`src/rtl/if_fetch_stage.sv`:
```
// Instruction-fetch stage: PC register, two-state fetch FSM, hold buffer and IF/ID register.
// Optional macro IF_BRANCH_FLUSH_EN squashes the instruction following a taken redirect.
module if_fetch_stage (
    input  logic        clk,
    input  logic        clrn,
    input  logic [1:0]  pcsource,
    input  logic [31:0] bpc,
    input  logic [31:0] jpc,
    input  logic        wpcir,
    output logic [31:0] imem_addr,
    output logic        imem_req,
    input  logic [31:0] imem_rdata,
    input  logic        imem_ready,
    output logic [31:0] pc4,
    output logic [31:0] inst,
    output logic        inst_valid,
    output logic [31:0] pc,
    output logic        o_dbg_hold
);

    typedef enum logic {
        S_FETCH = 1'b0,
        S_HOLD  = 1'b1
    } state_t;

    state_t      r_state;
    state_t      w_state_nxt;
    logic [31:0] r_pc;
    logic [31:0] r_pc4;
    logic [31:0] r_inst;
    logic        r_inst_valid;
    logic [31:0] r_buf;
    logic        r_redir_vld;
    logic [31:0] r_redir_pc;

    logic [31:0] w_pc_plus4;
    logic        w_req;
    logic        w_done;
    logic        w_src_redir;
    logic [31:0] w_src_target;
    logic [31:0] w_next_pc;
    logic        w_kill;
    logic        w_adv;
    logic        w_bubble;
    logic        w_capture;
    logic        w_latch;
    logic [31:0] w_word;

    // Handshake: a fetch completes on a rising edge where imem_req=1 and imem_ready=1;
    // imem_req is forced low while clrn=0 so a late ready during reset is ignored.
    assign w_pc_plus4   = r_pc + 32'd4;
    assign w_req        = (r_state == S_FETCH) && clrn;
    assign w_done       = w_req && imem_ready;
    assign w_src_redir  = (pcsource == 2'b01) || (pcsource == 2'b11);
    assign w_src_target = (pcsource == 2'b11) ? jpc : bpc;
    assign w_next_pc    = r_redir_vld ? r_redir_pc :
                          (w_src_redir ? w_src_target : w_pc_plus4);

    assign imem_addr  = r_pc;
    assign imem_req   = w_req;
    assign pc         = r_pc;
    assign pc4        = r_pc4;
    assign inst       = r_inst;
    assign inst_valid = r_inst_valid;
    assign o_dbg_hold = (r_state == S_HOLD);

    always_ff @(posedge clk or negedge clrn) begin
        if (!clrn) r_state <= S_FETCH;
        else       r_state <= w_state_nxt;
    end

    always_comb begin
        w_state_nxt = r_state;
        w_adv       = 1'b0;
        w_bubble    = 1'b0;
        w_capture   = 1'b0;
        w_latch     = 1'b0;
        w_word      = imem_rdata;
        case (r_state)
            S_FETCH: begin
                if (w_done) begin
                    if (wpcir) begin
                        w_adv = 1'b1;
                    end else begin
                        w_capture   = 1'b1;
                        w_state_nxt = S_HOLD;
                    end
                end else if (wpcir) begin
                    w_bubble = 1'b1;
                    w_latch  = w_src_redir;
                end
            end
            S_HOLD: begin
                w_word = r_buf;
                if (wpcir) begin
                    w_adv       = 1'b1;
                    w_state_nxt = S_FETCH;
                end
            end
            default: w_state_nxt = S_FETCH;
        endcase
    end

`ifdef IF_BRANCH_FLUSH_EN
    logic r_squash;

    // Kept set from the moment a redirect is latched until the wrong-path word finally loads.
    always_ff @(posedge clk or negedge clrn) begin
        if (!clrn)        r_squash <= 1'b0;
        else if (w_adv)   r_squash <= 1'b0;
        else if (w_latch) r_squash <= 1'b1;
    end

    assign w_kill = r_squash || w_src_redir;
`else
    assign w_kill = 1'b0;
`endif

    always_ff @(posedge clk or negedge clrn) begin
        if (!clrn) begin
            r_pc         <= 32'd0;
            r_pc4        <= 32'd0;
            r_inst       <= 32'd0;
            r_inst_valid <= 1'b0;
            r_buf        <= 32'd0;
            r_redir_vld  <= 1'b0;
            r_redir_pc   <= 32'd0;
        end else begin
            if (w_adv) begin
                r_pc         <= w_next_pc;
                r_pc4        <= w_pc_plus4;
                r_inst       <= w_kill ? 32'd0 : w_word;
                r_inst_valid <= !w_kill;
                r_redir_vld  <= 1'b0;
            end else if (w_bubble) begin
                r_inst       <= 32'd0;
                r_inst_valid <= 1'b0;
                if (w_latch) begin
                    r_redir_vld <= 1'b1;
                    r_redir_pc  <= w_src_target;
                end
            end
            if (w_capture) r_buf <= imem_rdata;
        end
    end

endmodule

```
`config.mk`:
```
export PLATFORM = sky130hd
export DESIGN_NAME = if_fetch_stage
export DESIGN_NICKNAME = d
export VERILOG_FILES = /design/src/rtl/if_fetch_stage.sv
export SDC_FILE = /design/constraint.sdc
export NUM_CORES = 1
export LEC_CHECK = 0
export ABC_AREA = 1
export BUFFER_PORTS_ARGS = -buffer_cell sky130_fd_sc_hd__buf_4
export CORE_UTILIZATION = 35
export CTS_BUF_LIST = sky130_fd_sc_hd__clkbuf_2 sky130_fd_sc_hd__clkbuf_4 sky130_fd_sc_hd__clkbuf_8
export DETAILED_ROUTE_END_ITERATION = 6
export HOLD_SLACK_MARGIN = 0.15
export PLACE_DENSITY = 0.7
export SLEW_MARGIN = 20
export SYNTH_ARGS = -nofsm -noshare
export SYNTH_HDL_FRONTEND = slang
export SYNTH_SLANG_ARGS = --single-unit
```
`constraint.sdc`:
```
create_clock -name clk -period 1.55 [get_ports clk]
set_clock_uncertainty 0.2 [all_clocks]
set_input_delay 0.155 -clock clk [delete_from_list [all_inputs] [get_ports clk]]
set_output_delay 0.155 -clock clk [all_outputs]
set_load 0.02 [all_outputs]
```
==> summary.txt, run 1 <==
Synthesis
  • Top_reg_cell synth: dfrtp_1
  • Mapped cell area: about 0.0084 mm2
  • Post-synthesis register bit count: 163
  • Top cell type's share of synthesized area: about half
  • Synth area leaders: dfrtp_1 49%, nand2_1 16%, o21ai_0 12%
  • Most common cell in the netlist: nand2_1
  • Syn nets: 1196
  • Yosys warns: 0
  • Distinct cells, synth: 34
  • Largest area contributor in the netlist: dfrtp_1
  • Syn Inst Count: between 1000 and 1500
  • Post-synthesis sequential area ratio: 48.7%
  • Synth top cells by count: 347 x nand2_1, 194 x o21ai_0, 163 x dfrtp_1, 94 x inv_1, 92 x nor2_1
  • Syn_area_per_cell: between 7 and 8 um2
  • Number of synthesized flops with an enable pin: 0
  • Share of flip-flops with an asynchronous set or reset: between 90% and 100%

Finish
  • Layout Cell Area excl Fill: 0.0149 mm2
  • Multi-input gate area: 0.00448 mm2
  • Nets@finish: 1642
  • Share of cells above drive strength 1: 45.4%
  • P&R area growth vs syn: 78.2%
  • Reg area: just over 0.004 mm2
  • Total inserted antenna cells: 0
  • Fillcell total: 1699

Power
  • Peak VDD IR: 0.000631 V
  • Leakage: 7.31 nW
  • Pwr Density: around 1300 mW/mm2

Setup path
  • Crit Path Class: flip-flop to flip-flop
  • Crit start category: flip-flop
  • Critical Path Slowest Stage Cell: dfrtp_1
  • Nature of the critical path endpoint: flip-flop
  • CP arrival: 2.15 ns
  • CP cell instances: buf_6, nand2_1, nor2_1, nand2_1, nor2_1, nand3_2, nand2_1, nand2_1, a21oi_2
  • Top delay family on crit path: simple AND/OR/NAND/NOR gates
  • Worst reg2reg path startpoint: imem_addr[23]$_DFFE_PN0P_
  • Crit Reg-Reg Endpoint: imem_addr[28]$_DFFE_PN0P_
  • CP Buf/Inv Count: 1
  • R2R depth: 9
  • WP data required: 1.75 ns
  • R2R setup slack: -0.40 ns
  • Critical path peak fanout: 6
  • CP dominant cell by count: nand2_1
  • Largest stage delay, worst path: 0.39 ns

Floorplan
  • Top Ports: approximately 230
  • Row count: 56
  • Die ar.: 0.0245 mm2
  • Core area: 0.0235 mm2
  • DIE WIDTH: 157 um
  • Initial Util: 35.7%
  • Die Span Y: approximately 160 um

Timing
  • Max Clock Freq: 513 MHz
  • Fin crit period: 1.95 ns
  • Worst Hold Margin: 0.130 ns
  • Slew Viols, Final: 0
  • Worst slew pin tran: 1.01 ns
  • Rel. slew slack: between 30% and 40%
  • Final period util: 126%
  • Final Setup Violations: around 160
  • Fin worst setup slack: -0.399 ns
  • RSZ-0062 raised after global routing: yes
  • Endpoints failing hold: 0

Route
  • Total number of vias: 9668
  • Vias per cell: 5.17
  • DRT antenna net count: 0
  • Initial drt markers: roughly 1000
  • Wire length per cell: approximately 18 um
  • Final wirelength: between 30 and 40 mm
  • DR pass1 iterations: 5
  • # DRC: 0

Hold path
  • Hold WC Path Type: input pin to flip-flop
  • Worst min-delay path startpoint: pcsource[1]
  • Hold Crit Depth: 6
  • Hold worst-path end: r_redir_pc[29]$_DFFE_PN0P_

Outcome
  • Run status: finished with violations
  • Failing checks: setup timing

Global route
  • Initial antenna violation count: 0
  • GRT Total Usage: 23.8%
  • First-pass GRT wire length: 45.1 mm
  • GRT Residual Overflow: 0
  • Largest net degree at the start of global routing: 164
  • Vias in the first global route: 8598

CTS
  • Num CTS Buffers: 17
  • CTS tree: done
  • CTS H-tree lvls: 4
  • Root Driver: clkbuf_8
  • Clock transition at the registers of the reported paths: roughly 0.090 ns
  • Max Root-Sink Buffers: 2
  • # clock sinks: 163
  • Clock Latency Late Sink: 0.48 ns

Placed design
  • Dpl hpwl: approximately 18 mm
  • Post-DP Area: 0.0109 mm2
  • # port buffers: 232
  • Placer Congestion: 0.868

Flow run
  • Max cap viols: 0
where the power goes:
group          internal (mW)  switching, mW
Combinational           4.53           5.11
Clock                   1.87           1.68
Sequential              5.27           1.03
Total                   11.7           7.83
timing repair:
item,4_1_cts,5_1_grt
pin swaps,21,40
gates resized for setup,141,325
hold buffers,100,4
setup buffers,28,39
gates cloned,10,18
endpoints found under the hold margin,310,3
setup endpoints to repair,112,181
layout by cell type (no fill, tap or decap), types with 4 or more instances in the layout:
master	instances
clkbuf_16	14
a21oi_1	10
inv_1	92
buf_12	17
bufinv_16	4
buf_6	91
nor2_2	22
nand3_2	13
nand2_2	52
buf_16	7
a22oi_1	4
nor2_4	27
nand2_4	32
o21ai_0	111
buf_4	278
dlygate4sd3_1	102
nand3_1	13
a21oi_2	8
a31oi_1	9
xor2_2	6
inv_6	4
clkbuf_8	19
dfrtp_2	16
buf_8	6
o21ai_2	62
o21ai_1	24
nor2_1	52
dfrtp_1	147
nand2_1	268
through the flow:
stage	setup slack, ns	cells	setup TNS [ns]	power [mW]	utilization, %
after CTS	-0.132	1828	-5.35	17.6	56.8
final	-0.399	1871	-17.43	19.5	63.5
after global placement	-0.0822	1659	-1.22	12.7	46.6
after detailed placement	-0.126	1659	-2.82	12.8	46.6
after floorplan	-0.108	1093	-2.97	9.81	-
after global routing	-0.522	1871	-27.63	20.3	63.5
registers in the layout, summed over array words and instances (netlist names):
signal,cells
imem_addr,32
inst,32
inst_valid,1
o_dbg_hold,1
pc4,32
r_buf,32
r_redir_pc,32
r_redir_vld,1
how the worst max path moves through the flow:
stage / start / endpoint / slack [ns] / cells after the start
final: imem_addr[23]$_DFFE_PN0P_ / imem_addr[28]$_DFFE_PN0P_ / -0.40 / 9
after detailed placement: imem_addr[3]$_DFFE_PN0P_ / imem_addr[14]$_DFFE_PN0P_ / -0.13 / 9
after global placement: pcsource[0] / imem_addr[16]$_DFFE_PN0P_ / -0.08 / 9
after floorplan: imem_addr[2]$_DFFE_PN0P_ / imem_addr[24]$_DFFE_PN0P_ / -0.11 / 9
after global routing: imem_addr[19]$_DFFE_PN0P_ / imem_addr[28]$_DFFE_PN0P_ / -0.52 / 9
after CTS: imem_addr[3]$_DFFE_PN0P_ / imem_addr[12]$_DFFE_PN0P_ / -0.13 / 8
metal layers:
layer | vias up | share of wire (%) | GRT usage (%)
li1 | 4354 | - | -
met1 | 4595 | 38 | 30.3
met2 | 552 | 49 | 38.3
met3 | 167 | 8.1 | 5.12
met4 | 0 | 5.4 | 11.7
met5 | - | 0 | 0
kinds of logic after synthesis:
group | synth area share (%)
buffers and inverters | 10.9
xor gates and xnor gates | 1.42
DFF | 48.7
AOI/OAI and AO/OA | 15.0
muxes | 0.359
and+or+nand+nor | 23.5
adders and majority gates | 0.149
cell type report:
class,count,share of cell area (%)
clock buffer,20,1.80
clock inverter,12,1.19
inverter,98,2.58
multi-input combinational,744,30.0
sequential,163,27.5
tap,319,2.68
timing repair buffer,515,34.2
tightest hold or removal path: stages:
cell and delay [ns]:
buf_4 0.09, nand2_2 0.06, buf_12 0.16, nand2_1 0.06, o21ai_1 0.09, o21ai_1 0.14
Note: power is estimated with default switching activity, not from simulation.
==> run 2, diff against run 1 <==
MAX_ROUTING_LAYER = met4   (was unset)
PLACE_DENSITY = 0.59   (was 0.7)
==> run 2 against run 1 <==
Net effect:
- the flow still finishes with violations (setup timing)
- critical path depth shrank 1
- combinational power fell by 5.6%
- clock power shrank 5%
- first-iteration DRC count is 51% lower
- maximum frequency rose by 10%
- wire length shrank 13%
- worst hold slack improved by 0.021 ns
- via count is 8.0% lower
- die area unchanged
- sequential power fell by 2%
- global-route usage is 1.3 points lower
- core utilization is 0.24 points lower
- critical endpoint is now imem_addr[17]$_DFFE_PN0P_
==> summary.txt, run 2 (synthesis results as in run 1) <==
Floorplan
  • Die ar.: 0.0245 mm2 (unchanged)
  • Top Ports: 233 (unchanged)
  • Die Span Y: 157 um (unchanged)
  • Row count: 56 (unchanged)
  • DIE WIDTH: 157 um (unchanged)
  • Core area: 0.0235 mm2 (unchanged)
  • Initial Util: 35.7% (unchanged)

Route
  • Final wirelength: 30.0 mm (-13%)
  • Met3 wire length: 1.45 mm (-48%)
  • # DRC: 0 (unchanged)
  • DR pass1 iterations: 5 (unchanged)
  • Wire length per cell: 16.1 um (-12%)
  • Initial drt markers: 489 (-51%)
  • Met2 wire len: 14.8 mm (-11%)
  • DRT met1 WL: 13.3 mm (+2.1%)
  • Highest metal used: met4
  • DRT antenna net count: 0 (unchanged)
  • Total number of vias: 8896 (-8.0%)
  • Vias per cell: 4.78 (-7.4%)

Global route
  • Initial antenna violation count: 0 (unchanged)
  • Vias in the first global route: 7824 (-9.0%)
  • GRT Total Usage: 22.5% (-1.3 points)
  • GRT Residual Overflow: 0 (unchanged)
  • First-pass GRT wire length: 41.2 mm (-8.6%)
  • Largest net degree at the start of global routing: 105 (-36%)

Hold path
  • Hold WC Path Type: input pin to flip-flop
  • Worst min-delay path startpoint: pcsource[1]

Setup path
  • CP Buf/Inv Count: 1 (unchanged)
  • Critical Path Slowest Stage Cell: dfrtp_2
  • Crit start category: flip-flop
  • R2R setup slack: -0.21 ns (+0.18 ns)
  • Top delay family on crit path: simple AND/OR/NAND/NOR gates
  • Levels on crit path: 8 (-1)
  • WP data required: 1.73 ns (-0.02 ns)
  • Critical path peak fanout: 5 (-1)
  • CP cell instances: buf_6, nand2_2, nor2_4, nand2_4, nor2_4, xor2_2, nand2_1, a21oi_1
  • CP arrival: 1.95 ns (-0.20 ns)
  • CP dominant cell by count: nor2_4
  • Worst reg2reg path startpoint: imem_addr[3]$_DFFE_PN0P_
  • Crit Reg-Reg Endpoint: imem_addr[17]$_DFFE_PN0P_
  • Nature of the critical path endpoint: flip-flop
  • Crit path to: imem_addr[17]$_DFFE_PN0P_
  • Crit Path Class: flip-flop to flip-flop
  • Largest stage delay, worst path: 0.42 ns (+0.03 ns)
  • R2R depth: 8 (-1)
  • Critical Path Start: imem_addr[3]$_DFFE_PN0P_

CTS
  • Clock transition at the registers of the reported paths: 0.10 ns (about the same)
  • Root Driver: clkbuf_8
  • # clock sinks: 163 (unchanged)
  • Clock Latency Late Sink: 0.47 ns (about the same)
  • Num CTS Buffers: 17 (unchanged)
  • CTS H-tree lvls: 4 (unchanged)
  • Max Root-Sink Buffers: 2 (unchanged)
  • CTS tree: done

Power
  • Peak VDD IR: 0.000606 V (-4.0%)
  • Pwr Density: 1250 mW/mm2 (-4.0%)
  • Leakage: 7.27 nW (-0.61%)
  • Tot Pwr: 18.6 mW (-4.4%)

Timing
  • Fin worst setup slack: -0.215 ns (+0.184 ns)
  • Rel. slew slack: 61.9% (+29 points)
  • Final Setup Violations: 168 (+8.4%)
  • Final period util: 114% (-12 points)
  • RSZ-0062 raised after global routing: yes
  • Worst slew pin tran: 0.571 ns (-0.441 ns)
  • Setup_tns: -15.43 ns (+2.00 ns)
  • Max Clock Freq: 567 MHz (+10%)
  • Worst Hold Margin: 0.151 ns (+0.0210 ns)
  • Fin crit period: 1.76 ns (-0.184 ns)
  • Slew Viols, Final: 0 (unchanged)
  • Endpoints failing hold: 0 (unchanged)

Flow run
  • Max cap viols: 0 (unchanged)

Placed design
  • Placer Congestion: 0.886 (+2.1%)
  • Dpl hpwl: 17.3 mm (-2.0%)
  • # port buffers: 232 (unchanged)

Outcome
  • Run status: finished with violations
  • Failing checks: setup timing

Finish
  • Fillcell total: 1885 (+11%)
  • Most common cell after layout, fill and taps aside: buf_4
  • P&R area growth vs syn: 77.5%
  • Nets@finish: 1631 (-0.67%)
  • Total inserted antenna cells: 0 (unchanged)
  • Most frequent cells in the layout: 258 x buf_4, 247 x nand2_1, 149 x dfrtp_1, 103 x dlygate4sd3_1, 91 x buf_6
  • Share of cells above drive strength 1: 45.8% (+0.45 points)
[run 2: changes by cell type in the layout (fill, tap and decap cells not counted), moves of 5 or more]
cell / delta
nand2_2: +16
nand2_1: -21
nor2_1: +14
nand2_4: +5
inv_8: +7
buf_12: +6
o21ai_1: +23
buf_4: -20
nor2_4: -12
o21ai_0: -34
o21ai_2: +11
[run 2: layout make-up]
type                    instances  area, um2  share of cell area [%]
flip-flops and latches        163       4100                    27.6
multi-input cells             745       4460                    30.0
clock buffers                  18        248                    1.67
inverters                      98        385                    2.59
clock inverters                14        184                    1.24
repair inverters                1       16.3                   0.109
well taps                     319        399                    2.69
repair buffers                502       5070                    34.1
[run 2: how the worst min path moves through the flow]
stage          depth (start not counted)                    endpoint
6_report                               6  r_redir_pc[29]$_DFFE_PN0P_
5_1_grt                                6  r_redir_pc[23]$_DFFE_PN0P_
4_1_cts                                8        o_dbg_hold$_DFF_PN0_
3_5_place_dp                           2        o_dbg_hold$_DFF_PN0_
3_3_place_gp                           2        o_dbg_hold$_DFF_PN0_
2_1_floorplan                          0    imem_addr[0]$_DFFE_PN0P_
[run 2: timing repair]
item / CTS / global route
pin swaps: 28 / 51
setup endpoints to repair: 110 / 209
hold buffers: 102 / 6
resized for setup: 132 / 371
hold endpoints to repair: 307 / 6
cloned: 7 / 23
buffers inserted: 26 / 29
[run 2: stage by stage]
step           cell area [um2]  utilization [%]  std cells  setup slack (ns)
2_1_floorplan             8550                -       1093            -0.108
3_3_place_gp             11000             46.8       1657            -0.135
3_5_place_dp             11000             46.8       1657            -0.204
4_1_cts                  13200             56.4       1822            -0.188
5_1_grt                  14900             63.3       1860            -0.298
6_report                 14900             63.3       1860            -0.215
[run 2: power by group]
part / internal (mW) / switching (mW) / leakage [nW]
clock network: 1.44 / 1.92 / 0.219
logic: 4.45 / 4.65 / 5.06
registers: 5.27 / 0.921 / 1.99
total: 11.2 / 7.49 / 7.27
[run 2: per-layer routing]
metal	global-route usage, %	up-vias
met3	3.79	37
met5	-	-
met1	30.4	4273
met4	5.37	0
met2	35.1	252
li1	-	4334
[run 2: tightest hold or removal path, stage by stage]
cell and delay [ns]:
buf_4 0.09, nand2_2 0.06, buf_12 0.16, nand2_1 0.06, o21ai_1 0.10, o21ai_1 0.14
==> run 3, diff against run 2 <==
ABC_AREA = unset   (was 1)
RECOVER_POWER = 25   (was unset)
==> run 3 against run 2 <==
Net effect:
- maximum frequency decreased by 21%
- setup slack got worse by 0.47 ns
- highest routed layer unchanged
- via count increased by 8.8%
- critical path type unchanged
- total power increased by 12%
- wire length increased by 21%
- the run ends with hold timing, setup timing left
- non-clock buffer count increased by 102
- first-iteration DRC count increased by 46%
==> summary.txt, run 3 <==
Synthesis
  • Share of flip-flops with an asynchronous set or reset: 100% (unchanged)
  • Top_reg_cell synth: dfrtp_1
  • Syn nets: 1031 (-14%)
  • Syn Inst Count: 928 (-15%)
  • Most common cell in the netlist: dfrtp_1
  • Number of synthesized flops with an enable pin: 0 (unchanged)
  • Top cell type's share of synthesized area: 45.4% (-3.3 points)
  • Largest area contributor in the netlist: dfrtp_1
  • Synth area leaders: dfrtp_1 45%, mux2i_1 11%, mux2_2 4.6%
  • Post-synthesis register bit count: 163 (unchanged)
  • Syn_area_per_cell: 9.68 um2 (+26%)
  • Distinct cells, synth: 47 (+38%)
  • Mapped cell area: 0.00898 mm2 (+7.3%)
  • Yosys warns: 0 (unchanged)
  • Post-synthesis sequential area ratio: 45.4% (-3.3 points)
  • Synth top cells by count: 163 x dfrtp_1, 101 x mux2i_1, 74 x nor2_1, 62 x nand2_1, 56 x o21ai_0

Floorplan
  • Top Ports: 233 (unchanged)
  • Die Span Y: 162 um (+3.5%)
  • DIE WIDTH: 162 um (+3.5%)
  • Initial Util: 35.7% (about the same)
  • Die ar.: 0.0263 mm2 (+7.2%)
  • Core area: 0.0252 mm2 (+7.3%)
  • Row count: 58 (+3.6%)

Placed design
  • Placer Congestion: 0.853 (-3.8%)
  • Dpl hpwl: 20.3 mm (+18%)
  • Post-DP Area: 0.0124 mm2 (+13%)
  • Dpl ws: -0.718 ns (-0.514 ns)
  • # port buffers: 232 (unchanged)

CTS
  • Num CTS Buffers: 17 (unchanged)
  • Hold_buf cts: 103 (+0.98%)
  • Root Driver: clkbuf_8
  • CTS H-tree lvls: 4 (unchanged)
  • Max Root-Sink Buffers: 2 (unchanged)
  • # clock sinks: 163 (unchanged)
  • CTS tree: done
  • Clock transition at the registers of the reported paths: 0.09 ns (about the same)
  • Clock Latency Late Sink: 0.47 ns (about the same)

Global route
  • First-pass GRT wire length: 53.6 mm (+30%)
  • GRT Total Usage: 27.0% (+4.5 points)
  • GRT Residual Overflow: 0 (unchanged)
  • GR Util met1: 34.5% (+4.1 points)
  • Met2 Track Usage GR: 44.3% (+9.1 points)
  • Largest net degree at the start of global routing: 108 (+2.9%)
  • Met3 Use GR: 4.06% (+0.27 points)
  • Grt peak-use layer: met2
  • Vias in the first global route: 9653 (+23%)
  • Initial antenna violation count: 0 (unchanged)

Route
  • Vias per cell: 5.41 (+13%)
  • Wire length per cell: 20.3 um (+26%)
  • DRT antenna net count: 0 (unchanged)
  • DR pass1 iterations: 5 (unchanged)
  • # DRC: 0 (unchanged)
  • Final wirelength: 36.3 mm (+21%)
  • Initial drt markers: 712 (+46%)
  • Total number of vias: 9677 (+8.8%)

Timing
  • RSZ-0062 raised after global routing: yes
  • Max Clock Freq: 447 MHz (-21%)
  • Fin crit period: 2.24 ns (+0.474 ns)
  • Worst slew pin tran: 1.08 ns (+0.512 ns)
  • Slew Viols, Final: 0 (unchanged)
  • Rel. slew slack: 27.8% (-34 points)
  • Final period util: 144% (+31 points)
  • Worst Hold Margin: -0.0111 ns (-0.162 ns)
  • Fin worst setup slack: -0.688 ns (-0.474 ns)
  • Final Setup Violations: 203 (+21%)
  • Setup_tns: -56.27 ns (-40.84 ns)
  • Endpoints failing hold: 1 (+1)

Hold path
  • Hold WC Path Type: input pin to flip-flop
  • Hold Crit Depth: 4 (-2)

Power
  • Leakage: 7.67 nW (+5.6%)
  • Peak VDD IR: 0.000661 V (+9.1%)
  • Pwr Density: 1230 mW/mm2 (-1.7%)

Finish
  • Most common cell after layout, fill and taps aside: buf_4
  • Fillcell total: 1813 (-3.8%)
  • Utilization after layout: 67.4% (+4.1 points)
  • Total inserted antenna cells: 0 (unchanged)
  • Most frequent cells in the layout: 309 x buf_4, 139 x dfrtp_1, 114 x buf_6, 101 x dlygate4sd3_1, 81 x mux2i_1
  • Nets@finish: 1548 (-5.1%)
  • Share of cells above drive strength 1: 56.4% (+11 points)
  • P&R area growth vs syn: 89.0%
  • Layout Cell Area excl Fill: 0.0170 mm2 (+14%)

Outcome
  • Failing checks: hold timing, setup timing
  • Run status: finished with violations

Setup path
  • Crit path to: imem_addr[22]$_DFFE_PN0P_
  • R2R setup slack: -0.69 ns (-0.47 ns)
  • Crit Path Class: flip-flop to flip-flop
  • Critical Path Start: imem_addr[13]$_DFFE_PN0P_
  • Critical path peak fanout: 6 (+1)
  • Nature of the critical path endpoint: flip-flop
  • R2R depth: 6 (-2)
  • CP arrival: 2.44 ns (+0.49 ns)
  • Crit Reg-Reg Endpoint: imem_addr[22]$_DFFE_PN0P_
  • WP data required: 1.76 ns (+0.03 ns)
  • Worst reg2reg path startpoint: imem_addr[13]$_DFFE_PN0P_
  • Crit start category: flip-flop

Flow run
  • Max cap viols: 0 (unchanged)
run 3: cell types whose count changed after synthesis, moves of 15 or more:
cell | previous run | this run
nand2_1 | 347 | 62
o21ai_0 | 194 | 56
mux2i_1 | 3 | 101
inv_1 | 94 | 9
mux2_2 | 0 | 37
nor3_1 | 0 | 37
a21o_1 | 0 | 36
a21oi_1 | 18 | 43
clkbuf_1 | 26 | 51
nand4_1 | 0 | 23
nor2_1 | 92 | 74
o211ai_1 | 2 | 17
run 3: cell type report:
type,instances,area (um2),area share [%]
clock buffer,19,262,1.54
clock inverter,13,125,0.737
inverter,9,33.8,0.199
multi-input combinational,650,5890,34.7
sequential,163,4110,24.2
tap,330,413,2.43
timing repair buffer,604,6140,36.2
run 3: logic make-up after synthesis:
kind of cell	Yosys count	synth area share, %
and+or+nand+nor	282	15.7
AOI/OAI and AO/OA	210	14.9
DFF	163	45.4
muxes	138	15.9
buffers and inverters	122	6.79
xor gates and xnor gates	12	1.17
adders and majority gates	1	0.139
run 3: critical path: stages (launching register included):
cell     delay, ns
dfrtp_2       0.39
nand4_1       0.19
buf_4         0.20
or4_4         0.47
buf_6         0.16
or4b_1        0.49
nand3_1       0.08
run 3: through the flow:
stage | power [mW] | instances
after CTS | 19.5 | 1755
after global placement | 14.1 | 1526
after detailed placement | 14.2 | 1526
after floorplan | 10.8 | 928
after global routing | 21.8 | 1788
final | 20.9 | 1788
run 3: how the worst min path moves through the flow:
stage / start / endpoint / slack, ns
finish: wpcir / imem_addr[26]$_DFFE_PN0P_ / -0.01
CTS: wpcir / imem_addr[20]$_DFFE_PN0P_ / 0.01
global placement: clrn / o_dbg_hold$_DFF_PN0_ / -0.16
global route: wpcir / imem_addr[24]$_DFFE_PN0P_ / -0.02
detailed placement: clrn / o_dbg_hold$_DFF_PN0_ / -0.16
floorplan: clrn / imem_addr[0]$_DFFE_PN0P_ / -0.34
run 3: repair_timing:
item | 4_1_cts | 5_1_grt
endpoints found under the hold margin | 312 | 143
pin swaps | 74 | 73
gates cloned | 24 | 6
setup buffers | 73 | 61
gates resized for setup | 257 | 213
setup endpoints to repair | 220 | 223
run 3: power breakdown:
group / total (mW) / internal (mW) / leakage, nW / switching [mW]
Clock: 3.18 / 1.38 / 0.187 / 1.81
Sequential: 6.31 / 5.34 / 1.90 / 0.967
Combinational: 11.4 / 5.79 / 5.58 / 5.65
run 3: routing by layer:
layer / routed length (um) / up-vias
met5: 0 / -
met4: 1150 / 0
met3: 2150 / 89
li1: - / 4403
met1: 15100 / 4802
met2: 18000 / 383
